<file path="src/rtl/mem_wb_stage.sv">
// MEM/WB pipeline register with load alignment, MMIO read mux and cycle/instret counters (branch stats via MEM_WB_BRANCH_STATS_EN).
// Latency: an instruction in MEM at edge N drives the regfile write port during cycle N+1.
// Backpressure: stall holds the WB slot; retirement counting and the UART RX pop wait for the slot to advance.
`ifndef WBSEL_ALU_OUT
`define WBSEL_ALU_OUT 2'b00
`endif
`ifndef WBSEL_DATA_OUT
`define WBSEL_DATA_OUT 2'b01
`endif
`ifndef WBSEL_PC_PLUS_4
`define WBSEL_PC_PLUS_4 2'b10
`endif
`ifndef OPC_STORE
`define OPC_STORE 7'b0100011
`endif

module mem_wb_stage #(
    parameter int unsigned CWIDTH       = 32,
    parameter logic [31:0] CNT_RST_ADDR = 32'h8000_0018
) (
    input  logic        clk,
    input  logic        rst_n,
    input  logic        stall,
    input  logic        valid_mem,
    input  logic [31:0] inst_mem,
    input  logic [31:0] alu_mem,
    input  logic [31:0] pc_mem,
    input  logic [3:0]  ld_mask,
    input  logic        ld_sign,
    input  logic [2:0]  io_sel,
    input  logic [1:0]  wb_sel,
    input  logic        reg_wen,
`ifdef MEM_WB_BRANCH_STATS_EN
    input  logic        br_resolved_mem,
    input  logic        br_taken_mem,
`endif
    input  logic [31:0] dmem_dout,
    input  logic [7:0]  uart_rx_data,
    input  logic        uart_rx_valid,
    input  logic        uart_tx_ready,
    output logic        uart_rx_ready,
    output logic [31:0] wb_data,
    output logic [4:0]  wb_rd,
    output logic        wb_wen
);

    localparam logic [2:0] IO_UART_CTRL = 3'd1;
    localparam logic [2:0] IO_UART_DATA = 3'd2;
    localparam logic [2:0] IO_CYCLE     = 3'd3;
    localparam logic [2:0] IO_INSTRET   = 3'd4;
`ifdef MEM_WB_BRANCH_STATS_EN
    localparam logic [2:0] IO_BR_TOTAL  = 3'd5;
    localparam logic [2:0] IO_BR_TAKEN  = 3'd6;
`endif

    typedef struct packed {
        logic        valid;
        logic [4:0]  rd;
        logic [31:0] alu;
        logic [31:0] pc4;
        logic [3:0]  ld_mask;
        logic        ld_sign;
        logic [2:0]  io_sel;
        logic [1:0]  wb_sel;
        logic        reg_wen;
`ifdef MEM_WB_BRANCH_STATS_EN
        logic        br_resolved;
        logic        br_taken;
`endif
    } slot_t;

    slot_t              slot_q, slot_d;
    logic [CWIDTH-1:0]  cycle_q, cycle_d;
    logic [CWIDTH-1:0]  instret_q, instret_d;
    logic               retire;
    logic               cnt_clr;
    logic [31:0]        load_data;
    logic [31:0]        data_out;
    logic               unused_inst;

    assign unused_inst = ^inst_mem[31:12];

    function automatic logic [31:0] ext8(input logic [7:0] b, input logic s);
        return {{24{s & b[7]}}, b};
    endfunction

    function automatic logic [31:0] ext16(input logic [15:0] h, input logic s);
        return {{16{s & h[15]}}, h};
    endfunction

    always_comb begin
        slot_d = slot_q;
        if (!stall) begin
            slot_d.valid   = valid_mem;
            slot_d.rd      = inst_mem[11:7];
            slot_d.alu     = alu_mem;
            slot_d.pc4     = pc_mem + 32'd4;
            slot_d.ld_mask = ld_mask;
            slot_d.ld_sign = ld_sign;
            slot_d.io_sel  = io_sel;
            slot_d.wb_sel  = wb_sel;
            slot_d.reg_wen = reg_wen;
`ifdef MEM_WB_BRANCH_STATS_EN
            slot_d.br_resolved = br_resolved_mem;
            slot_d.br_taken    = br_taken_mem;
`endif
        end
    end

    always_ff @(posedge clk or negedge rst_n) begin
        if (!rst_n) begin
            slot_q <= '0;
        end else begin
            slot_q <= slot_d;
        end
    end

    // Retirement is the WB slot advancing; the clear is decoded from the store still in MEM.
    assign retire  = slot_q.valid & ~stall;
    assign cnt_clr = valid_mem & ~stall & (inst_mem[6:0] == `OPC_STORE) & (alu_mem == CNT_RST_ADDR);

    always_comb begin
        cycle_d   = cycle_q + CWIDTH'(1);
        instret_d = instret_q;
        if (retire) begin
            instret_d = instret_q + CWIDTH'(1);
        end
        if (cnt_clr) begin
            cycle_d   = '0;
            instret_d = '0;
        end
    end

    always_ff @(posedge clk or negedge rst_n) begin
        if (!rst_n) begin
            cycle_q   <= '0;
            instret_q <= '0;
        end else begin
            cycle_q   <= cycle_d;
            instret_q <= instret_d;
        end
    end

`ifdef MEM_WB_BRANCH_STATS_EN
    logic [CWIDTH-1:0] br_total_q, br_total_d;
    logic [CWIDTH-1:0] br_taken_q, br_taken_d;

    always_comb begin
        br_total_d = br_total_q;
        br_taken_d = br_taken_q;
        if (retire && slot_q.br_resolved) begin
            br_total_d = br_total_q + CWIDTH'(1);
            if (slot_q.br_taken) begin
                br_taken_d = br_taken_q + CWIDTH'(1);
            end
        end
        if (cnt_clr) begin
            br_total_d = '0;
            br_taken_d = '0;
        end
    end

    always_ff @(posedge clk or negedge rst_n) begin
        if (!rst_n) begin
            br_total_q <= '0;
            br_taken_q <= '0;
        end else begin
            br_total_q <= br_total_d;
            br_taken_q <= br_taken_d;
        end
    end
`endif

    // Mask 4'b1000 is a byte load even when the op was LH; misaligned halfwords are outside the ISA contract.
    always_comb begin
        load_data = '0;
        case (slot_q.ld_mask)
            4'b1111: load_data = dmem_dout;
            4'b0001: load_data = ext8(dmem_dout[7:0],   slot_q.ld_sign);
            4'b0010: load_data = ext8(dmem_dout[15:8],  slot_q.ld_sign);
            4'b0100: load_data = ext8(dmem_dout[23:16], slot_q.ld_sign);
            4'b1000: load_data = ext8(dmem_dout[31:24], slot_q.ld_sign);
            4'b0011: load_data = ext16(dmem_dout[15:0],  slot_q.ld_sign);
            4'b0110: load_data = ext16(dmem_dout[23:8],  slot_q.ld_sign);
            4'b1100: load_data = ext16(dmem_dout[31:16], slot_q.ld_sign);
            default: load_data = '0;
        endcase
    end

    always_comb begin
        data_out = load_data;
        case (slot_q.io_sel)
            IO_UART_CTRL: data_out = {30'b0, uart_rx_valid, uart_tx_ready};
            IO_UART_DATA: data_out = {24'b0, uart_rx_data};
            IO_CYCLE:     data_out = 32'(cycle_q);
            IO_INSTRET:   data_out = 32'(instret_q);
`ifdef MEM_WB_BRANCH_STATS_EN
            IO_BR_TOTAL:  data_out = 32'(br_total_q);
            IO_BR_TAKEN:  data_out = 32'(br_taken_q);
`endif
            default:      data_out = load_data;
        endcase
    end

    always_comb begin
        case (slot_q.wb_sel)
            `WBSEL_DATA_OUT:  wb_data = data_out;
            `WBSEL_PC_PLUS_4: wb_data = slot_q.pc4;
            default:          wb_data = slot_q.alu;
        endcase
    end

    assign wb_rd         = slot_q.rd;
    assign wb_wen        = slot_q.valid & slot_q.reg_wen & (slot_q.rd != 5'd0);
    assign uart_rx_ready = slot_q.valid & ~stall & (slot_q.wb_sel == `WBSEL_DATA_OUT)
                           & (slot_q.io_sel == IO_UART_DATA);

endmodule

</file>
<file path="config.mk">
export PLATFORM = sky130hd
export DESIGN_NAME = mem_wb_stage
export DESIGN_NICKNAME = d
export VERILOG_FILES = /design/src/rtl/mem_wb_stage.sv
export SDC_FILE = /design/constraint.sdc
export NUM_CORES = 1
export LEC_CHECK = 0
export ABC_AREA = 0
export ABC_CLOCK_PERIOD_IN_PS = 2850
export CAP_MARGIN = 20
export CORE_AREA = 5 5 153 155
export CTS_CLUSTER_DIAMETER = 60
export CTS_CLUSTER_SIZE = 14
export DETAILED_ROUTE_END_ITERATION = 8
export DIE_AREA = 0 0 158 160
export PLACE_DENSITY = 0.69
export SYNTH_ARGS = -nofsm -noshare
export SYNTH_HDL_FRONTEND = slang
export SYNTH_SLANG_ARGS = --single-unit
</file>
<file path="constraint.sdc">
create_clock -name clk -period 2.85 [get_ports clk]
set_clock_uncertainty 0.15 [all_clocks]
set_input_delay 0.57 -clock clk [delete_from_list [all_inputs] [get_ports clk]]
set_output_delay 0.57 -clock clk [all_outputs]
set_load 0.05 [all_outputs]
</file>
==> results.ini <==
[status]
status = finished, violations left
violations = negative setup slack

[clocking]
cts.sinks = 145
clock_latency_ns = 0.43
cts_max_level = 4
cts_tree = yes
cts_buffers = 17
path_clk_slew_ns = 0.06
clockBufferDepth = 2
cts_root_buf = clkbuf_16

[job]
maxCapViolations = 0

[global_route]
first_global_vias = 8240
grt_pass1_wl_um = 46930
grt_use_total_pct = 23.90
grt_max_degree = 76
antenna_found_initial = 0
grt-ovfl-total = 0

[timing]
finalSetupTns_ns = -4.988
setup_slack_ns = -0.2380
rsz0062_at_grt = true
max_freq_ghz = 0.3238
timing.final.crit_share_pct = 108.4
setup_viol = 30
slew_headroom_pct = 48.32
period_minus_slack_ns = 3.088
drv_slew = 0
final_hold_viol_count = 0
worst_pin_slew_ns = 0.7752

[placement]
port_buffers = 171
place_congestion = 0.9459
dp_slack_ns = -0.3032
dp_hpwl_um = 22060

[synth]
async_reset_ff_share_pct = 100.0
synth-edff-count = 0
ys_ff_latch = 145
synth_area_um2 = 8617
synthTopCellsByArea = dfrtp_1 42%, mux2_2 6.8%, nor2_1 5.7%
netlist.top_cell.by_area = dfrtp_1
syn_avg_cell_area_um2 = 8.865
synth_ff_type = dfrtp_1
synth.net_count = 1130
synth_most_common_cell = dfrtp_1
synth.distinct_cells = 60
ys_top_cells_by_count = 145 x dfrtp_1, 132 x nor2_1, 88 x nand2_1, 66 x o21ai_0, 62 x a21oi_1
yosysWarningCount = 0
synth_cells = 972
ys_seq_area_share_pct = 42.11
synth_top_cell_area_share_pct = 42.11

[pwr]
ir_worst_vdd_uv = 421.6
cellLeakagePower_uw = 0.005154
p_per_area_nw_per_um2 = 540.3

[floorplan]
die_w_um = 158
num_rows = 54
dieArea_um2 = 25280
coreArea_um2 = 21690
ios = 192
start_util_pct = 39.73
die_h_um = 160

[detailed_routing]
viasPerCell = 5.750
wire_per_inst_um = 20.72
drt_iter0_drc = 820
drcViolationCount = 0
finalWirelength_um = 30970
drt_pass1_iterations = 5
vias = 8596
drt.antenna.violating_nets = 0

[worst_setup_path]
cp_common_cell = buf_12
start_kind = flip-flop
path_cells = buf_4, and3b_1, o211ai_1, nand4_1, buf_6, buf_12, a21oi_2, o21ai_2, buf_12
arrival_ns = 2.37
crit_buf_inv = 4
cp-end-kind = primary output
cp_top_family = buffers and inverters
crit_fanout = 8
cpMaxStageDelayCell = dfrtp_2
cp.required_ns = 2.13
worstSetupPathType = reg2out
cpPeakStageDelay_ns = 0.52

[hold_path]
min_path_type = reg2reg

[finish]
num-nets-final = 1360
area.growth.synth_to_final_pct = 46.71
n_antenna_cell = 0
drive_above_1_share_pct = 26.50

cells by family after synthesis:
group / synth area share (%)
and+or+nand+nor: 23.39
DFF: 42.11
AOI/OAI and AO/OA: 14.46
muxes: 7.144
adders and majority gates: 0.7260
buffers and inverters: 3.325
xor gates and xnor gates: 8.843
cells in the final DEF (no fill, tap or decap), types with 11 or more instances in the layout:
cell type and instances:
nor4_1 15, o21ai_2 29, clkdlybuf4s50_1 132, nand2_1 87, buf_12 32, nor2_1 129, o2bb2ai_1 11, xor2_1 52
mux2_2 52, buf_4 84, buf_6 14, a21oi_1 45, xnor2_1 35, o21ai_0 32, dfrtp_1 141, nor3_1 13
clkbuf_16 18, nand4_1 31, and3_1 12, a22oi_1 22, a21oi_2 13, or3_1 12, nand3_1 41
final timing paths:
path,slack (ns),endpoint,from,cells after the start
worst max register to register,0.45,instret_q[31],instret_q[6],5
worst min register to register,0.33,slot_q[18],slot_q[18],2
max in group asynchronous,1.35,slot_q[13],rst_n,3
min in group asynchronous,0.49,cycle_q[6],rst_n,2
worst max-delay path,-0.24,wb_data[26],slot_q[9],9
worst min-delay path,0.33,slot_q[18],slot_q[18],2
metal layers:
layer / GRT usage [%] / wire length, um / share of wire (%) / vias up
li1: - / - / - / 3941
met1: 33.14 / 12790 / 41 / 4162
met2: 36.11 / 13970 / 45 / 429
met3: 5.900 / 3056 / 9.9 / 64
met4: 9.035 / 1153 / 3.7 / 0
met5: 0 / 0 / 0 / -
final cells by class:
cell class / instances / area (um2)
well taps: 280 / 350.3
inverters: 11 / 41.29
clock inverters: 13 / 88.84
flip-flops and latches: 145 / 3633
fillers: 1824 / 9046
repair buffers: 269 / 2853
clock buffers: 19 / 432.9
multi-input cells: 758 / 5243
power by group:
part / leakage [uW] / switching, uW / internal, uW
Clock: 0.000245 / 918 / 1110
Combinational: 0.00309 / 1330 / 1110
Sequential: 0.00182 / 152 / 2210
stage by stage:
| step | hold WS [ns] | area [um2] | power (uW) | instances | util, % |
|---|---|---|---|---|---|
| after global placement | 0.3102 | 11370 | 4466 | 1439 | 52.44 |
| after detailed placement | 0.3194 | 11370 | 4483 | 1439 | 52.44 |
| final | 0.3283 | 12640 | 6830 | 1495 | 58.29 |
| after CTS | 0.3336 | 12430 | 6738 | 1484 | 57.31 |
| after floorplan | 0.1244 | 8692 | 3429 | 972 | - |
| after global routing | 0.3564 | 12640 | 7086 | 1495 | 58.29 |
timing repair:
item                       in CTS  in global routing
hold buffers                    1                  0
buffers inserted               10                  9
cloned                          2                  2
hold endpoints to repair       39                  0
resized for setup             104                 33
pin swaps                      35                 24
setup endpoints to repair      33                 32
tightest hold or removal path: cells and delay by family (launching register included):
kind	cells	cell delay, ns
and+or+nand+nor	1	0.05
DFF	1	0.34
AOI/OAI and AO/OA	1	0.06
registers in the layout, indices dropped and copies added, names as in the netlist:
register and cells:
instret_q 32, cycle_q 32, slot_q 76, wb_rd 5
Note: power is estimated with default switching activity, not from simulation.
==> edit 1, RTL diff (same settings) <==
The parameter `CWIDTH` goes from 32 to 36.
--- a/src/rtl/mem_wb_stage.sv
+++ b/src/rtl/mem_wb_stage.sv
@@ -16,5 +16,5 @@
 
 module mem_wb_stage #(
-    parameter int unsigned CWIDTH       = 32,
+    parameter int unsigned CWIDTH       = 36,
     parameter logic [31:0] CNT_RST_ADDR = 32'h8000_0018
 ) (
Function: same outputs for any inputs over 10 cycles, from zero or initial values and one cycle with rst_n low; that may be too few to reach the edited logic, so the function may still have changed.
==> edit 1 against the original RTL <==
The run still ends with setup timing left; wire length fell by 2.7%; maximum frequency grew 2.8%; power is 3.0% higher; design area increased by 2.9%; sequential cell count unchanged; setup slack gained 0.083 ns; die area stayed put; area after synthesis up 5.6%; hold slack improved by 0.0081 ns; largest power group unchanged.
==> edit 1: results (changes against the original RTL) <==
status=finished with violations; failing checks=setup timing; most frequent cells after synthesis=dfrtp_1 (145), nor2_1 (113), nand2_1 (99); met3 wire length=1620 µm (-47%); dpl hpwl=22,300 µm (+1.1%); syn_nets=1,176 (+4.1%); Filler cells=1,797 (-1.5%); Via density=5.72 (-0.55%); FF-to-FF setup slack=0.71 ns (+0.26 ns); H-tree levels=4 (unchanged); antenna violations before repair=0 (unchanged); nets=1,384 (+1.8%); Worst Hold Launch=slot_q[31]; Synth cell types=66 (+10%); routed wire length=30,100 µm (-2.7%); Synth area leaders=dfrtp_1 (40%), mux2_2 (6.4%), nor2_1 (4.7%); Comb power frac=35.5% (-0.3 points); Synth async-reset ratio=100% (unchanged); final worst slack=-0.155 ns (+0.0829 ns); Clk network pwr share=31.0% (+1.3 points); Leak=5.24 nW (+1.7%); largest net degree at the start of global routing=63 (-17%); WL met2=15,000 µm (+7.3%); Internal=4.56 mW (+2.9%); global-route wire length before repair=47,600 µm (+1.5%); Bufs on Longest Clock Path=2 (unchanged); Post-Place Setup Slack=-0.502 ns (-0.199 ns); Tightest Pin Transition=0.635 ns (-0.140 ns); Critical-path top delay cell=dfrtp_2; Global Route met1 Usage=31.1% (-2.0 points); CP startpoint=slot_q[9]; M3 GR Usage=3.90% (-2.0 points); ant diodes=0 (unchanged); r2r worst-path depth=6 (+1); Starting DRT DRC Count=895 (+9.1%); Final Wtd Congestion=0.985 (+4.1%); worst r2r src=cycle_q[0]; CP endpoint=wb_data[31]; Global Route met2 Usage=39.2% (+3.1 points); GRT Util Overall=23.9% (-0.030 points); Worst R2R End=cycle_q[30]; Worst Hold Class=reg -> reg; Metal-1 WL=12,400 µm (-3.1%); Worst-path clk slew=0.06 ns (about the same); cell family with most CP delay=simple AND/OR/NAND/NOR gates; Seq/Total Area, Yosys=39.9% (-2.2 points); drt pass-1 iters=9 (+4); CP arrival=2.29 ns (-0.08 ns); vias in the first global route=8,685 (+5.4%); Resized Gates After CTS=126 (+21%); crit-path max cell delay=0.43 ns (-0.09 ns); # Post-CTS Setup Buffers=20 (+10); setup_tns=-2.86 ns (+2.12 ns); Worst VDD drop=0.000368 V (-13%); layout cell share with drive strength beyond 1=25.7% (-0.76 points); final setup violation count=32 (+6.7%); top layer in use=met4
-- edit 1: worst min-delay path, cell delays in order, from the launching register on --
cell,delay [ns]
dfrtp_1,0.35
nand2_1,0.05
o21ai_0,0.06
-- edit 1: per-stage QoR --
stage | total power, mW | std cells | instance area [µm²]
2_1_floorplan | 3.57 | 1018 | 9150
3_3_place_gp | 4.48 | 1460 | 11500
3_5_place_dp | 4.49 | 1460 | 11500
4_1_cts | 6.97 | 1515 | 12800
5_1_grt | 7.30 | 1519 | 13000
6_report | 7.03 | 1519 | 13000
-- edit 1: cell type report --
| class | instances | area (µm²) | share of cell area [%] |
|---|---|---|---|
| Inverter | 26 | 97.6 | 0.750 |
| Timing Repair Buffer | 262 | 2760 | 21.2 |
| Tap cell | 280 | 350 | 2.69 |
| Clock inverter | 13 | 126 | 0.972 |
| Sequential cell | 145 | 3640 | 28.0 |
| Multi-Input combinational cell | 774 | 5600 | 43.0 |
| Clock buffer | 19 | 443 | 3.41 |
-- edit 1: cell families after synthesis --
logic type | count (synthesis) | share of synthesized area [%]
compound gates | 202 | 14.5
flops | 145 | 39.9
xor+xnor | 86 | 8.28
fa+ha+maj | 5 | 0.687
buf+inv | 99 | 4.91
mux | 55 | 6.76
simple gates | 426 | 25.0
-- edit 1: how the worst min path moves through the flow --
stage / to / slack [ns] / depth (start not counted)
after global routing: slot_q[52] / 0.37 / 1
after global placement: slot_q[16] / 0.31 / 2
after detailed placement: slot_q[31] / 0.32 / 2
after CTS: slot_q[31] / 0.34 / 2
after floorplan: cycle_q[0] / 0.12 / 0
final: slot_q[31] / 0.34 / 2
==> edit 2, RTL diff (same settings) <==
Without the edit above. `instret_q` no longer has a reset.
--- a/src/rtl/mem_wb_stage.sv
+++ b/src/rtl/mem_wb_stage.sv
@@ -135,9 +135,11 @@
         if (!rst_n) begin
             cycle_q   <= '0;
-            instret_q <= '0;
         end else begin
             cycle_q   <= cycle_d;
-            instret_q <= instret_d;
-        end
+        end
+    end
+
+    always_ff @(posedge clk) begin
+        instret_q <= instret_d;
     end
 
Formal check against the unedited RTL: differs if rst_n is asserted again (counterexample within 10 cycles, from zero or initial values and one cycle with rst_n low); with rst_n held inactive, the same outputs for 10 cycles.
==> edit 2 against the original RTL <==
The run still ends with setup timing left; design area up 8.9%; setup slack worse by 0.038 ns; power up 14%; wire length up 11%; area after synthesis up 9.9%; clock power up 15%; synthesized cell count up 11%; first-iteration DRC count up 6.5%; sequential cell count unchanged; largest power group unchanged.
==> edit 2: results (changes against the original RTL) <==
Internal=4.92 mW (+11%); Sw Ratio=36.7% (+1.6 points); syn_nets=1,233 (+9.1%); Synth area leaders=dfrtp_1 (30%), dfxtp_1 (6.8%), mux2_2 (6.3%); vias post-DR=9,578 (+11%); Logic power comb=3.09 mW (+27%); Filler cells=1,772 (-2.9%); crit-path max cell delay=0.48 ns (-0.04 ns); Synth async-reset ratio=77.9% (-22 points); global-route wire length before repair=52,800 µm (+12%); setup_tns=-6.91 ns (-1.92 ns); vias in the first global route=9,307 (+13%); Non-clock buffer share=21.3% (-1.3 points); clk tree area frac=4.33% (+0.20 points); final setup violation count=32 (+6.7%); Register Area=3470 µm² (-4.4%); worst hold slack=0.341 ns (+0.0132 ns); dpl hpwl=25,400 µm (+15%); Syn Area/Cell=8.81 µm² (-0.61%); Core Util, Final=63.5% (+5.2 points); Signal inverters=22 (+11); DP Area=12,200 µm² (+7.2%); nets=1,449 (+6.5%); failing checks=setup timing; Finished Layout Cells=1,584 (+6.0%); Resized Gates After CTS=131 (+26%); # Post-CTS Setup Buffers=19 (+9); status=finished with violations; Starting DRT DRC Count=873 (+6.5%); FF+latch count=145 (unchanged); Placed Instances=1,530 (+6.3%); layout cell share with drive strength beyond 1=26.2% (-0.28 points); Slew headroom=34.7% (-14 points); Avg WL per Cell=21.7 µm (+4.5%); Final Wtd Congestion=0.982 (+3.8%); final worst slack=-0.276 ns (-0.0379 ns); Seq/Total Area, Yosys=36.6% (-5.5 points); largest net degree at the start of global routing=85 (+12%); FF-to-FF setup slack=0.31 ns (-0.14 ns); Leak=5.20 nW (+0.88%)
==> edit 2: cell types whose count changed in the layout (fill, tap and decap cells not counted), sizes merged, moves of 24 or more <==
| cell | before | now |
|---|---|---|
| dfxtp | 0 | 32 |
| dfrtp | 145 | 113 |
| xor2 | 52 | 17 |
| nor2 | 132 | 46 |
| a21oi | 62 | 95 |
| o21a | 0 | 24 |
| or4 | 1 | 41 |
| o21ai | 68 | 29 |
| a21boi | 1 | 25 |
| nand3b | 1 | 30 |
| o31ai | 0 | 31 |
==> edit 2: path summary, 6_finish.rpt <==
path / end / start / cells after the start
min in group asynchronous: slot_q[32] / rst_n / 2
worst min-delay path: slot_q[15] / slot_q[15] / 2
max in group asynchronous: cycle_q[29] / rst_n / 3
worst max register to register: instret_q[12] / slot_q[80] / 5
worst max-delay path: wb_data[17] / slot_q[8] / 7
worst min register to register: slot_q[15] / slot_q[15] / 2
==> edit 2: metal layers <==
metal | track usage, % | wire length [µm] | vias up
met5 | 0 | 0 | -
met4 | 6.01 | 643 | 0
met3 | 5.87 | 2540 | 44
met2 | 43.2 | 16600 | 378
met1 | 36.4 | 14500 | 4661
li1 | - | - | 4495
==> edit 2: worst max-delay path, delay by kind of cell (launching register included) <==
kind | cells | cell delay (ns)
AND/OR/NAND/NOR | 2 | 0.51
buffers and inverters | 3 | 0.50
flip-flops | 1 | 0.48
AO/OA/AOI/OAI | 2 | 0.47
==> edit 2: cells by family after synthesis <==
kind of cell	Yosys count	share of synthesized area, %
AO/OA/AOI/OAI	341	24.2
AND/OR/NAND/NOR	379	23.9
flip-flops	145	36.6
XOR/XNOR	35	3.24
multiplexers	54	6.41
adder cells (fa/ha/maj)	5	0.661
buffers and inverters	116	5.03
